**config.mk**
```make
export PLATFORM = sky130hd
export DESIGN_NAME = cnt_preload_seq
export DESIGN_NICKNAME = d
export VERILOG_FILES = /design/src/rtl/cnt_pkg.sv /design/src/rtl/preload_fifo.sv /design/src/rtl/cnt_preload_seq.sv
export SDC_FILE = /design/constraint.sdc
export NUM_CORES = 1
export LEC_CHECK = 0
export ABC_AREA = 0
export BUFFER_PORTS_ARGS = -buffer_cell sky130_fd_sc_hd__buf_2
export CORE_MARGIN = 3
export CORE_UTILIZATION = 48
export DETAILED_ROUTE_END_ITERATION = 8
export PLACE_DENSITY = 0.74
export SYNTH_ARGS = -nofsm -noshare
export SYNTH_HDL_FRONTEND = slang
export SYNTH_SLANG_ARGS = --single-unit
```
**constraint.sdc**
```tcl
create_clock -name clk -period 2.02 [get_ports clk]
set_input_delay 0.303 -clock clk [delete_from_list [all_inputs] [get_ports clk]]
set_output_delay 0.303 -clock clk [all_outputs]
set_load 0.01 [all_outputs]
```
**src/rtl/cnt_pkg.sv**
```systemverilog
// Shared definitions for the counter preload sequencer.
// Holds the counter width, default queue depth and the sequencer state type.
package cnt_pkg;

    localparam int CNT_W         = 4;
    localparam int DEPTH_DEFAULT = 4;

    typedef enum logic [1:0] {
        ARMED  = 2'd0,
        LOAD   = 2'd1,
        SETTLE = 2'd2
    } seq_state_t;

endpackage

```
**src/rtl/preload_fifo.sv**
```systemverilog
// Single-clock FIFO with a show-ahead head for queued counter presets.
// Ports: clk, reset (sync, active-high), push/wdata in, pop in,
//        rdata (head), level, full, empty out.
module preload_fifo #(
    parameter int W     = 4,
    parameter int DEPTH = 4
) (
    input  logic                       clk,
    input  logic                       reset,
    input  logic                       push,
    input  logic [W-1:0]               wdata,
    input  logic                       pop,
    output logic [W-1:0]               rdata,
    output logic [$clog2(DEPTH):0]     level,
    output logic                       full,
    output logic                       empty
);

    localparam int AW = $clog2(DEPTH);

    logic [W-1:0]  r_mem [DEPTH];
    logic [AW-1:0] r_wr_ptr;
    logic [AW-1:0] r_rd_ptr;
    logic [AW:0]   r_level;

    // Pointers are exactly AW bits wide, so they wrap modulo DEPTH.
    always_ff @(posedge clk) begin
        if (reset) begin
            r_wr_ptr <= '0;
            r_rd_ptr <= '0;
            r_level  <= '0;
        end else begin
            if (push) r_wr_ptr <= r_wr_ptr + 1'b1;
            if (pop)  r_rd_ptr <= r_rd_ptr + 1'b1;
            unique case ({push, pop})
                2'b10:   r_level <= r_level + 1'b1;
                2'b01:   r_level <= r_level - 1'b1;
                default: r_level <= r_level;
            endcase
        end
    end

    // Storage needs no reset; occupancy is tracked by r_level.
    always_ff @(posedge clk) begin
        if (push) r_mem[r_wr_ptr] <= wdata;
    end

    assign rdata = r_mem[r_rd_ptr];
    assign level = r_level;
    assign full  = (r_level == (AW+1)'(DEPTH));
    assign empty = (r_level == '0);

endmodule

```
**src/rtl/cnt_preload_seq.sv**
```systemverilog
// Preload sequencer: queues preset values and pulses load/din into the
// 4-bit counter whenever its output equals match, one segment per preset.
// Ports: clk, reset (sync, active-high), enable, s_valid/s_ready/s_data
//        stream in, cnt_in, match; load, din, level, underrun, busy out.
module cnt_preload_seq
    import cnt_pkg::*;
#(
    parameter int W     = CNT_W,
    parameter int DEPTH = DEPTH_DEFAULT
) (
    input  logic                   clk,
    input  logic                   reset,
    input  logic                   enable,
    input  logic                   s_valid,
    output logic                   s_ready,
    input  logic [W-1:0]           s_data,
    input  logic [W-1:0]           cnt_in,
    input  logic [W-1:0]           match,
    output logic                   load,
    output logic [W-1:0]           din,
    output logic [$clog2(DEPTH):0] level,
    output logic                   underrun,
    output logic                   busy
);

    seq_state_t r_state;
    seq_state_t w_state_nxt;

    logic         r_load;
    logic [W-1:0] r_din;
    logic         r_underrun;

    logic         w_push;
    logic         w_pop;
    logic         w_hit;
    logic         w_load_nxt;
    logic         w_underrun_set;
    logic         w_full;
    logic         w_empty;
    logic [W-1:0] w_head;

    // s_ready comes from registered level only, so no path from s_valid.
    assign s_ready = !w_full;
    assign w_push  = s_valid && s_ready;
    assign w_hit   = enable && (cnt_in == match);

    preload_fifo #(
        .W     (W),
        .DEPTH (DEPTH)
    ) u_fifo (
        .clk   (clk),
        .reset (reset),
        .push  (w_push),
        .wdata (s_data),
        .pop   (w_pop),
        .rdata (w_head),
        .level (level),
        .full  (w_full),
        .empty (w_empty)
    );

    always_ff @(posedge clk) begin
        if (reset) r_state <= ARMED;
        else       r_state <= w_state_nxt;
    end

    // LOAD and SETTLE ignore enable and cnt_in: once started, a load
    // always runs to completion, and SETTLE masks the stale cnt_in.
    always_comb begin
        w_state_nxt    = r_state;
        w_pop          = 1'b0;
        w_load_nxt     = 1'b0;
        w_underrun_set = 1'b0;
        unique case (r_state)
            ARMED: begin
                if (w_hit) begin
                    if (!w_empty) begin
                        w_pop       = 1'b1;
                        w_load_nxt  = 1'b1;
                        w_state_nxt = LOAD;
                    end else begin
                        w_underrun_set = 1'b1;
                    end
                end
            end
            LOAD:    w_state_nxt = SETTLE;
            SETTLE:  w_state_nxt = ARMED;
            default: w_state_nxt = ARMED;
        endcase
    end

    always_ff @(posedge clk) begin
        if (reset) begin
            r_load     <= 1'b0;
            r_din      <= '0;
            r_underrun <= 1'b0;
        end else begin
            r_load <= w_load_nxt;
            if (w_pop)          r_din      <= w_head;
            if (w_underrun_set) r_underrun <= 1'b1;
        end
    end

    assign load     = r_load;
    assign din      = r_din;
    assign underrun = r_underrun;
    assign busy     = (r_state != ARMED);

endmodule

```
=== Word level (Yosys, flattened, before mapping) ===
Memories as Yosys holds them, arrays and structs flattened. A register that Yosys moved wholly into a read port is not among the register bits.
Index checks and enable logic that the tools add are counted.

* Memory bits (writable): 16
* Input bits: 16
* Output and inout port bits: 11
* Register bits after elaboration: 11
* Memories: 1
* Word-level logic and storage cells: 38

{| class="wikitable"
|+ Memories
! name !! words !! bits a word !! read ports !! clocked after memory_dff !! write ports !! line !! text
|-
| u_fifo.r_mem || 4 || 4 || 1 || 1 || 1 || preload_fifo.sv:21 || <nowiki>logic [W-1:0] r_mem [DEPTH];</nowiki>
|}

* Equality and inequality tests: 7
* Muxes and demuxes: 12
* Reductions and logical operators: 8
* Add/sub/neg operators: 4

{| class="wikitable"
|+ Operators by type and width
! kind !! number
|-
| $mux 1 || 8
|-
| $pmux 3 s2 || 1
|-
| $add 2x1->2 const B || 2
|-
| $eq 2x1->1 const B || 2
|-
| $eq 4x4->1 || 1
|-
| $mux 2 || 2
|-
| $ne 2x2->1 const B || 2
|-
| $pmux 2 s2 || 1
|-
| $reduce_bool 2->1 || 2
|-
| $add 3x1->3 const B || 1
|-
| $eq 3x3->1 const B || 1
|-
| $logic_not 3->1 || 1
|-
| $sub 3x1->3 const B || 1
|-
| $eq 2x2->1 const B || 1
|-
| $logic_and 1x1->1 || 2
|-
| $logic_not 2->1 || 1
|-
| $reduce_and 2->1 || 1
|-
| $logic_not 1->1 || 1
|}

=== Longest topological paths before layout ===
* Depth after elaboration: 6
* Mapped depth: 10
* Depth with buffers taken out: 9

=== Hierarchy ===
A second synthesis with hierarchy kept.

* Cell total of the unflattened synthesis: 107
* Area total of the unflattened synthesis: 1,405.1 sq um

{| class="wikitable"
|+ By module, submodules not included
! module !! instances !! sequential area each (sq um) !! area an instance (sq um) !! cells an instance
|-
| preload_fifo || 1 || 660.6 || 1,012.2 || 67
|-
| cnt_preload_seq || 1 || 160.2 || 392.9 || 40
|}

=== Worst setup path before layout ===
No wires, ideal clock.

* Kind: flip-flop to flip-flop
* From: reg u_fifo.r_level[2], in the netlist u_fifo.level[2]
* To: reg u_fifo.r_level[2], in the netlist u_fifo.level[2]
* Period minus slack after synthesis: 2,260 ps
* Buffers on the path: 0
* Path slack: -240 ps
* Arrival time: 2,189 ps
* Library setup time: 71 ps
* Cell stages (with the launch flop): 10
* Cell sequence: dfxtp_1 or3b_4 and2_4 inv_2 ha_1 inv_1 fa_1 xor2_1 or3_1 a21oi_1

* Elaborated cells between the ends (all ways): 13
* Classes of those cells: add/sub: 2; eq/ne: 3; mux: 4; reduce/logical: 4

{| class="wikitable"
|+ RTL lines
! what !! line !! text
|-
| from (decl) || preload_fifo.sv:24 || <nowiki>logic [AW:0] r_level;</nowiki>
|-
| from (signal assigned) || preload_fifo.sv:36 || <nowiki>2'b10: r_level <= r_level + 1'b1;</nowiki>
|-
| from (signal assigned) || preload_fifo.sv:37 || <nowiki>2'b01: r_level <= r_level - 1'b1;</nowiki>
|-
| from (signal assigned) || preload_fifo.sv:38 || <nowiki>default: r_level <= r_level;</nowiki>
|-
| $eq 3x3->1 (*) || preload_fifo.sv:50 || <nowiki>assign full = (r_level == (AW+1)'(DEPTH));</nowiki>
|-
| $logic_not 1->1 (*) || cnt_preload_seq.sv:43 || <nowiki>assign s_ready = !w_full;</nowiki>
|-
| named net s_ready || cnt_preload_seq.sv:15 || <nowiki>output logic s_ready,</nowiki>
|-
| $logic_and 1x1->1 (*) || cnt_preload_seq.sv:44 || <nowiki>assign w_push = s_valid && s_ready;</nowiki>
|-
| $eq 2x1->1 or $eq 2x2->1 (tied branches) || preload_fifo.sv:35 || <nowiki>unique case ({push, pop})</nowiki>
|-
| $pmux 3 s2 or $reduce_bool 2->1 (tied branches) || n/a ||
|}

Mark *: on every way through the listed nets, which the timed path passes. The rest lies on a longest branch.
A chain may end at the register's enable or synchronous reset.

=== Worst setup path in the final report ===
* From: reg u_fifo.r_level[1], in the netlist u_fifo.level[1]
* To: reg u_fifo.r_level[2], in the netlist u_fifo.level[2]

* Cells in the longest elaborated chain, start to end: 6
* Elaborated cells between the ends (all ways): 13
* Classes of those cells: add/sub: 2; eq/ne: 3; mux: 4; reduce/logical: 4

{| class="wikitable"
|+ RTL lines
! what !! line !! text
|-
| $logic_not 3->1 || preload_fifo.sv:51 || <nowiki>assign empty = (r_level == '0);</nowiki>
|-
| $mux 1 || cnt_preload_seq.sv:77 || <nowiki>if (!w_empty) begin</nowiki>
|-
| $mux 1 || cnt_preload_seq.sv:76 || <nowiki>if (w_hit) begin</nowiki>
|-
| $mux 1 || cnt_preload_seq.sv:74 || <nowiki>unique case (r_state)</nowiki>
|-
| $eq 2x1->1 or $eq 2x2->1 (tied branches) || preload_fifo.sv:35 ||
|-
| $pmux 3 s2 or $reduce_bool 2->1 (tied branches) || n/a ||
|}

Parallel ways exist; a longest one is shown, timed or not.

==> reports/metrics.csv <==
stage;metric;value;unit
sta;period_share;104.1;%
setup_path;critPathRequiredTime;2.28;ns
clock_tree;worstSkewPairLatency;0.33;ns
clock_tree;clk_pin_slew;0.10;ns
synth;syn_inst;107;
hold_path;min_path_cells;1;
run;cap_violations;0;
synth;yosys_warnings;0;
sta;setup_viol;1;
setup_path;cp_max_fo;2;
clock_tree;tritoncts;built;
synth;synth_fa_ha_area_share;6.022;%
synth;synth.cell_area;0.001371;mm²
global_routing;overflow;0;
layout;n_antenna_cell;0;
outcome;status;complete, but fails checks;
global_routing;grt_start_max_net_pins;17;
pwr;cellPowerDensity;717.4;mW/mm²
global_routing;grt_pass1_wl;4002;µm
setup_path;reg2reg_to;u_fifo.level[2];
layout;final_cells;178;
synth;syn-num-nets;129;
pwr;vdd_ir_drop_max;0.5648;mV
synth;ys.flop_type;edfxtp_1;
hold_path;min_from;s_data[2];
layout;final_nets;169;
drt;remaining_drc_errors;0;
outcome;violations;setup timing;
sta;rsz0062_at_grt;true;
synth;synth-seq-area-share;56.93;%
floorplanning;design.core.area;0.002590;mm²
sta;drv_slew;0;
sta;worst_slew_pin_slew;0.3516;ns
hold_path;hold_class;in2reg;
drt;drt_iter0_markers;26;
clock_tree;hold_buffers;0;
global_routing;antenna_found_initial;0;
synth;async_flop_share;0;%
floorplanning;io_pins;27;
sta;slew_headroom;76.53;%
placement;hpwl;1879;µm
sta;fin_worst_skew;0.01088;ns
synth;ys_ff_latch;31;
drt;num_vias;940;
synth;synth_edf_count;16;
synth;synth_compound_area_share;5.566;%
floorplanning;die_area;0.003534;mm²
drt;routed_wl;2527;µm
synth;synth_top_family_by_area;simple AND/OR/NAND/NOR gates;
synth;synthSimpleGateAreaFrac;14.51;%
synth;post_synth.cell_area_avg;12.82;µm²
clock_tree;cts_max_path_buffers;2;
clock_tree;cts.sinks;31;
pwr;p_leak;0.6849;nW
setup_path;crit_path_end_kind;register;
layout;syn_to_final_growth;23.81;%
setup_path;cp.arrival;2.37;ns
sta;finalCriticalPeriod;2.103;ns
placement;port_buffers;26;
synth;synth_xor_area_share;6.113;%
pwr;fin_total_pwr;1.218;mW
sta;fmax;475.4;MHz
placement;dp.cells;168;
layout;fin_area;0.001698;mm²
clock_tree;cts_root_buffer;clkbuf_4;
hold_path;min_to;u_fifo.r_mem[1][2];
drt;routedWlPerCell;14.20;µm
floorplanning;row_count;18;
synth;ys_types;33;
synth;yosys-mux-area-fraction;7.664;%
sta;layout_setup_ws;-0.08339;ns
setup_path;worst_setup_path_start_kind;register;
drt;ant_nets;0;
global_routing;track_usage;16.16;%
sta;tns;-0.08339;ns
floorplanning;die_h;59.45;µm
clock_tree;numCtsBuffers;5;
drt;detail_route.vias_per_cell;5.281;
floorplanning;start_util;52.95;%
placement;routabilityCongestion;0.8343;
global_routing;grt_pass1_vias;882;
sta;hold_viol;0;
drt;dr.pass1.iters;4;
placement;postPlaceCellArea;0.001604;mm²
setup_path;r2r_cells;9;
setup_path;reg2reg_from;u_fifo.level[1];
layout;drive_above_1_share;44.59;%
setup_path;reg2reg_slack;-0.08;ns
setup_path;critPathKind;reg2reg;
clock_tree;cts.htree.levels;2;
layout;postLayoutCoreUtil;65.56;%
floorplanning;die_x;59.45;µm
critical path: stages, from the launching register on:
cell and delay (ns):
dfxtp_2 0.33, or3b_4 0.39, and2_4 0.16, inv_4 0.06, ha_4 0.11, inv_1 0.04
fa_2 0.33, xor2_1 0.16, or3_1 0.32, a21oi_2 0.12
worst max-delay path by stage:
stage          slack, ns               to             from  cells past startpoint
3_5_place_dp       -0.16  u_fifo.level[2]         match[0]                     10
6_report           -0.08  u_fifo.level[2]  u_fifo.level[1]                      9
4_1_cts            -0.10  u_fifo.level[2]  u_fifo.level[1]                      9
5_1_grt            -0.18  u_fifo.level[2]  u_fifo.level[1]                      9
3_3_place_gp       -0.06  u_fifo.level[2]         match[0]                     10
2_1_floorplan      -0.08  u_fifo.level[2]  u_fifo.level[2]                      9
metrics by stage:
| step | hold slack, ns | worst slack, ns |
|---|---|---|
| CTS | 0.1747 | -0.1035 |
| global route | 0.1576 | -0.1807 |
| global placement | 0.4443 | -0.06038 |
| finish | 0.1793 | -0.08339 |
| detailed placement | 0.4531 | -0.1552 |
| floorplan | 0.3721 | -0.08092 |
synthesized netlist by cell type, drive strengths merged (2+ instances only):
master | instances | area [µm²]
a21oi | 8 | 40.04
and3 | 4 | 25.02
buf | 3 | 17.52
dfxtp | 15 | 300.3
edfxtp | 16 | 480.5
ha | 5 | 62.56
inv | 6 | 22.52
mux4 | 4 | 90.09
nand2 | 2 | 7.510
nand3 | 5 | 25.02
nor2 | 7 | 26.28
nor3 | 3 | 15.01
nor3b | 2 | 20.02
o21ai | 6 | 30.03
or3 | 2 | 12.51
xnor2 | 5 | 66.32
xor2 | 2 | 17.52
timing repair:
item | in CTS | in global routing
pin swaps | 0 | 3
resized for setup | 1 | 6
endpoints found under the setup margin | 1 | 2
setup buffers | 0 | 2
routing by layer:
metal	up-vias	share of wire (%)	GRT usage [%]
met1	448	39	17.67
met3	6	7.0	6.100
met4	0	2.2	8.738
met2	24	51	26.83
li1	462	-	-
met5	-	0	0
power breakdown:
group,switching (mW),internal [mW],total (mW)
Combinational,0.0910,0.0844,0.175
Sequential,0.0136,0.690,0.704
Clock,0.212,0.127,0.339
Total,0.316,0.902,1.22
sequential cells by signal, summed over array words and instances, names as in the netlist:
name             cells
din                  4
u_fifo.r_mem        16
underrun             1
u_fifo.level         3
u_fifo.r_rd_ptr      2
r_state              2
load                 1
u_fifo.r_wr_ptr      2
cells by family after synthesis:
logic type / Yosys count
AOI/OAI and AO/OA: 15
xor gates and xnor gates: 7
adders and majority gates: 6
buffers and inverters: 10
DFF: 31
muxes: 5
and+or+nand+nor: 33
final cells by class:
cell class | instances | area [µm²]
flip-flops and latches | 31 | 785.8
inverters | 6 | 25.02
multi-input cells | 66 | 584.3
clock buffers | 5 | 37.54
well taps | 30 | 37.54
repair buffers | 37 | 212.7
fillers | 199 | 892.1
clock inverters | 3 | 15.01
cells in the final DEF, fill, tap and decap left out, drive strengths merged, types with 5 or more instances in the layout:
cell     n
buf     37
edfxtp  16
dfxtp   15
a21oi    8
nor2     7
o21ai    6
inv      6
nand3    5
clkbuf   5
ha       5
xnor2    5
Note: power is estimated with default switching activity, not from simulation.
